<file path="src/rtl/bist_sequencer.sv">
// bist_sequencer -- BIST session controller.
//
// Sequences a test pattern generator (TPG), an output response analyser
// (ORA) and a fault injection list (FIL). For each fault: TPG is held in
// reset for SETUP_CYCLES cycles, then patterns run until the ORA flags a
// detection (ora_res) or the TPG finishes (tpg_end). The fault is then
// counted as detected/undetected and the fault list is advanced. When the
// last fault has been run, the session ends in DONE.
//
// Parameters:
//   ERR_BITS     width of det_count / undet_count (saturating)
//   SETUP_CYCLES TPG reset cycles before each fault run, 1..255
//   TIMEOUT      watchdog limit in RUN cycles (BIST_TIMEOUT_EN builds only)
//
// Ports:
//   clk, rst_n   clock, synchronous active-low reset
//   start        level, starts a session in IDLE or DONE
//   tpg_end      TPG emitted its last pattern
//   ora_res      ORA mismatch: current fault detected
//   fil_end      fault list is at its last entry
//   tpg_reset    holds TPG in reset
//   tpg_en       TPG advance enable
//   fil_inc      one-cycle pulse advancing the fault list
//   busy         session in progress (SETUP, RUN, ADV)
//   done         session finished
//   pass         valid with done: every fault was detected
//   det_count    detected-fault count
//   undet_count  undetected-fault count
//   timeout      (BIST_TIMEOUT_EN only) sticky watchdog flag, cleared on
//                start or reset
//
// Build option: define BIST_TIMEOUT_EN to add the RUN watchdog and the
// timeout port. Without it RUN waits indefinitely for ora_res/tpg_end.

module bist_sequencer #(
  parameter int unsigned ERR_BITS     = 8,
  parameter int unsigned SETUP_CYCLES = 3,
  parameter int unsigned TIMEOUT      = 1024
) (
  input  logic                clk,
  input  logic                rst_n,
  input  logic                start,
  input  logic                tpg_end,
  input  logic                ora_res,
  input  logic                fil_end,
  output logic                tpg_reset,
  output logic                tpg_en,
  output logic                fil_inc,
  output logic                busy,
  output logic                done,
  output logic                pass,
  output logic [ERR_BITS-1:0] det_count,
  output logic [ERR_BITS-1:0] undet_count
`ifdef BIST_TIMEOUT_EN
  ,
  output logic                timeout
`endif
);

  if (SETUP_CYCLES < 1 || SETUP_CYCLES > 255 || TIMEOUT < 1) begin : g_param_check
    $error("bist_sequencer: SETUP_CYCLES must be 1..255 and TIMEOUT must be >= 1");
  end

  typedef enum logic [2:0] {
    IDLE,
    SETUP,
    RUN,
    ADV,
    DONE
  } state_t;

  // Setup counter counts down to zero, so it is loaded with one less than
  // the number of SETUP cycles wanted.
  localparam logic [7:0] SETUP_LOAD = 8'(SETUP_CYCLES - 1);

  state_t              state, state_d;
  logic [7:0]          setup_cnt, setup_cnt_d;
  logic [ERR_BITS-1:0] det_d, undet_d;

`ifdef BIST_TIMEOUT_EN
  localparam int unsigned WD_W = $clog2(TIMEOUT + 1);
  logic [WD_W-1:0] wd_cnt, wd_cnt_d;
  logic            timeout_d;
`endif

  always_ff @(posedge clk) begin
    if (!rst_n) begin
      state       <= IDLE;
      setup_cnt   <= '0;
      det_count   <= '0;
      undet_count <= '0;
`ifdef BIST_TIMEOUT_EN
      wd_cnt      <= '0;
      timeout     <= 1'b0;
`endif
    end else begin
      state       <= state_d;
      setup_cnt   <= setup_cnt_d;
      det_count   <= det_d;
      undet_count <= undet_d;
`ifdef BIST_TIMEOUT_EN
      wd_cnt      <= wd_cnt_d;
      timeout     <= timeout_d;
`endif
    end
  end

  always_comb begin
    state_d     = state;
    setup_cnt_d = setup_cnt;
    det_d       = det_count;
    undet_d     = undet_count;
`ifdef BIST_TIMEOUT_EN
    // Held at zero outside RUN, so every RUN entry starts a fresh count.
    wd_cnt_d    = '0;
    timeout_d   = timeout;
`endif

    unique case (state)
      IDLE, DONE: begin
        if (start) begin
          state_d     = SETUP;
          setup_cnt_d = SETUP_LOAD;
          det_d       = '0;
          undet_d     = '0;
`ifdef BIST_TIMEOUT_EN
          timeout_d   = 1'b0;
`endif
        end
      end
      SETUP: begin
        if (setup_cnt == '0) state_d = RUN;
        else                 setup_cnt_d = setup_cnt - 8'd1;
      end
      RUN: begin
`ifdef BIST_TIMEOUT_EN
        wd_cnt_d = wd_cnt + WD_W'(1);
`endif
        // A detection wins over tpg_end arriving in the same cycle.
        if (ora_res) begin
          state_d = ADV;
          if (det_count != '1) det_d = det_count + ERR_BITS'(1);
        end else if (tpg_end) begin
          state_d = ADV;
          if (undet_count != '1) undet_d = undet_count + ERR_BITS'(1);
        end
`ifdef BIST_TIMEOUT_EN
        else if (wd_cnt == WD_W'(TIMEOUT - 1)) begin
          state_d   = ADV;
          timeout_d = 1'b1;
          if (undet_count != '1) undet_d = undet_count + ERR_BITS'(1);
        end
`endif
      end
      ADV: begin
        if (fil_end) begin
          state_d = DONE;
        end else begin
          state_d     = SETUP;
          setup_cnt_d = SETUP_LOAD;
        end
      end
      default: state_d = IDLE;
    endcase
  end

  // Moore outputs decoded straight from the state register.
  always_comb begin
    tpg_reset = (state != RUN);
    tpg_en    = (state == RUN);
    fil_inc   = (state == ADV);
    busy      = (state == SETUP) || (state == RUN) || (state == ADV);
    done      = (state == DONE);
    pass      = (state == DONE) && (undet_count == '0);
  end

endmodule

</file>
<file path="config.mk">
export PLATFORM = sky130hd
export DESIGN_NAME = bist_sequencer
export DESIGN_NICKNAME = d
export VERILOG_FILES = /design/src/rtl/bist_sequencer.sv
export SDC_FILE = /design/constraint.sdc
export NUM_CORES = 1
export LEC_CHECK = 0
export ABC_CLOCK_PERIOD_IN_PS = 1640
export BUFFER_PORTS_ARGS = -buffer_cell sky130_fd_sc_hd__clkbuf_2
export CORE_MARGIN = 2
export CORE_UTILIZATION = 50
export CTS_CLUSTER_SIZE = 40
export DETAILED_ROUTE_END_ITERATION = 8
export PLACE_DENSITY = 0.79
export SYNTH_ARGS = -nofsm -noshare
export SYNTH_HDL_FRONTEND = slang
export SYNTH_SLANG_ARGS = --single-unit
export TNS_END_PERCENT = 10
</file>
<file path="constraint.sdc">
create_clock -name clk -period 1.64 [get_ports clk]
set_input_delay 0.246 -clock clk [delete_from_list [all_inputs] [get_ports clk]]
set_output_delay 0.246 -clock clk [all_outputs]
set_load 0.01 [all_outputs]
</file>
==> run metrics <==
status finished with violations; failing checks setup timing; leakage 0.979 nW; Final setup viols 4; initial DRC count 154; GRT overflow 0; crit path capture type output port; Worst setup SP type register; Max FO, Critical Path 2; power per cell area 1440 mW/mm^2; GR Util All Layers 0.240; post-route antenna net violation count 0; Clock transition at path regs 150 ps; Simple-Gate Fraction of Synth Area 0.331; ys flop type dfxtp_1; worst-path cell chain inv_1, ha_2, nor4b_4, nand2_1, nor4_2, buf_2; largest net degree at the start of global routing 18; Max Fclk 0.573 GHz; setup TNS -193 ps; chip width 61.7 um; n_diodes 0; Fill cells 239; CTS Hold Bufs 0; CP max stage cell dfxtp_4; CTS Buf Count 3; Setup WS post-layout -105 ps; maxcap violations 0; Inst Count DP 299; CP peak stage delay 370 ps; share of cells above drive strength 1 0.390; most common cell after layout, fill and taps aside buf_4; first-pass GRT wire length 6980 um; Reg2Reg Depth 4; Worst Path Required 1390 ps; XOR/XNOR Fraction of Synth Area 0; cells after synthesis 202; vias in the first global route 1547; Netlist Area Pre-Place 0.00167 mm^2; Die Ht 61.7 um; kind of critical path register to output port; design area 0.00230 mm^2; wire per inst 14.7 um; core area 0.00310 mm^2; hpwl dp 3090 um; Clock Skew 4.24 ps; Yosys cell types 51; vias 1804; largest family of logic cells by synthesized area simple AND/OR/NAND/NOR gates; Max VDD drop 1.13 mV; Post-synth EDFFs 0; initial antenna violation count 0; fin crit period 1750 ps; CTS tree done; Die ar. 0.00381 mm^2; Avg Inst Size Synth 8.24 um^2; vias per cell 5.86; Clock Latency Late Sink 320 ps; commonest non-fill, non-tap cells in the layout 35 x buf_4, 25 x clkbuf_2, 21 x dfxtp_1; Mapped Nets 213; post-synthesis mux area share 0.0308; Initial Util 0.537; Final GP Congestion 0.895; warning count from the yosys run 0; Arrival @ worst endpoint 1500 ps; post-synthesis compound-gate area fraction 0.231; Yosys reg bits 27; Adder-Cell Fraction of Synth Area 0.0376; IO Port Bufs 27; Rows 20; pin slew with the least headroom to its limit 603 ps; drt drc 0; final WL 4540 um; Non-Filler Instances 308; placed instance area 0.00208 mm^2; final hold vios 0; Root Driver clkbuf_4; Rel. slew slack 0.596; CTS H-Tree Depth 1; fin crit share 1.06; hold crit path type input port to register; Clock Sinks 27; final slew viol count 0; worst-case clock buffer depth 2; router iterations before antenna repair 4; P&R area growth vs syn 38.1%; hold path depth 3; post-synthesis sequential area ratio 0.325; Final #Nets 276; # IOs 28; RSZ-0062 raised after global routing true; asr flop ratio synth 0
critical path: cells and delay by family, from the launching register on:
kind / cells / cell delay (ps)
adders and majority gates: 1 / 170
buffers and inverters: 2 / 210
DFF: 1 / 370
and+or+nand+nor: 3 / 420
cells in the mapped netlist (all sizes together), types with 4 or more instances:
| library cell | count | area [um^2] |
|---|---|---|
| a21oi | 6 | 30.0 |
| a31oi | 4 | 25.0 |
| and3 | 7 | 43.8 |
| clkbuf | 4 | 16.3 |
| dfxtp | 27 | 541 |
| ha | 5 | 62.6 |
| inv | 12 | 45.0 |
| mux2i | 4 | 40.0 |
| nand2 | 20 | 75.1 |
| nand2b | 8 | 50.1 |
| nand3 | 11 | 55.1 |
| nor2 | 10 | 37.5 |
| nor3 | 11 | 55.1 |
| nor3b | 7 | 57.6 |
| nor4 | 8 | 56.3 |
| o21a | 4 | 30.0 |
| o21ai | 8 | 40.0 |
worst paths after layout:
kind / endpoint / slack [ps] / start
max: pass / -110 / undet_count[0]
min: state[2] / 220 / fil_end
max reg2reg: setup_cnt[7] / -40 / setup_cnt[2]
min reg2reg: setup_cnt[6] / 520 / setup_cnt[6]
power breakdown:
part | switching, mW | internal, mW
logic | 1.12 | 1.03
registers | 0.0897 | 0.783
clock network | 0.202 | 0.0951
total | 1.41 | 1.91
layout make-up:
class / instances / area (um^2) / share of cell area
clock buffer: 4 / 26.3 / 0.0114
inverter: 12 / 45.0 / 0.0196
multi-input combinational: 156 / 1180 / 0.515
sequential: 27 / 551 / 0.239
tap: 44 / 55.1 / 0.0239
timing repair buffer: 65 / 438 / 0.190
sequential cells by signal, indices dropped and copies added (netlist names):
| name | count |
|---|---|
| det_count | 8 |
| setup_cnt | 8 |
| state | 3 |
| undet_count | 8 |
cells by family after synthesis:
group	after synthesis
buffers and inverters	19
adder cells (fa/ha/maj)	5
AND/OR/NAND/NOR	97
multiplexers	5
AO/OA/AOI/OAI	49
flip-flops	27
metal layers:
layer  GRT usage  wire length, um  vias up
li1            -                -      893
met1       0.337             2150      849
met2       0.400             2110       54
met3      0.0248              222        8
met4      0.0547               57        0
met5           0                0        -
through the flow:
step | total power [mW] | worst slack, ps | hold WS (ps) | utilization
5_1_grt | 3.53 | -207 | 222 | 0.741
2_1_floorplan | 2.00 | -58.6 | 382 | -
4_1_cts | 3.15 | -81.4 | 207 | 0.719
6_report | 3.32 | -105 | 223 | 0.741
3_5_place_dp | 2.64 | -76.8 | 491 | 0.669
3_3_place_gp | 2.62 | -56.0 | 475 | 0.669
repair_timing:
action	in CTS	in global routing
pin swaps	4	4
gates resized for setup	24	17
buffers inserted	5	0
setup endpoints to repair	12	26
Power figures use the tool's default switching activity.
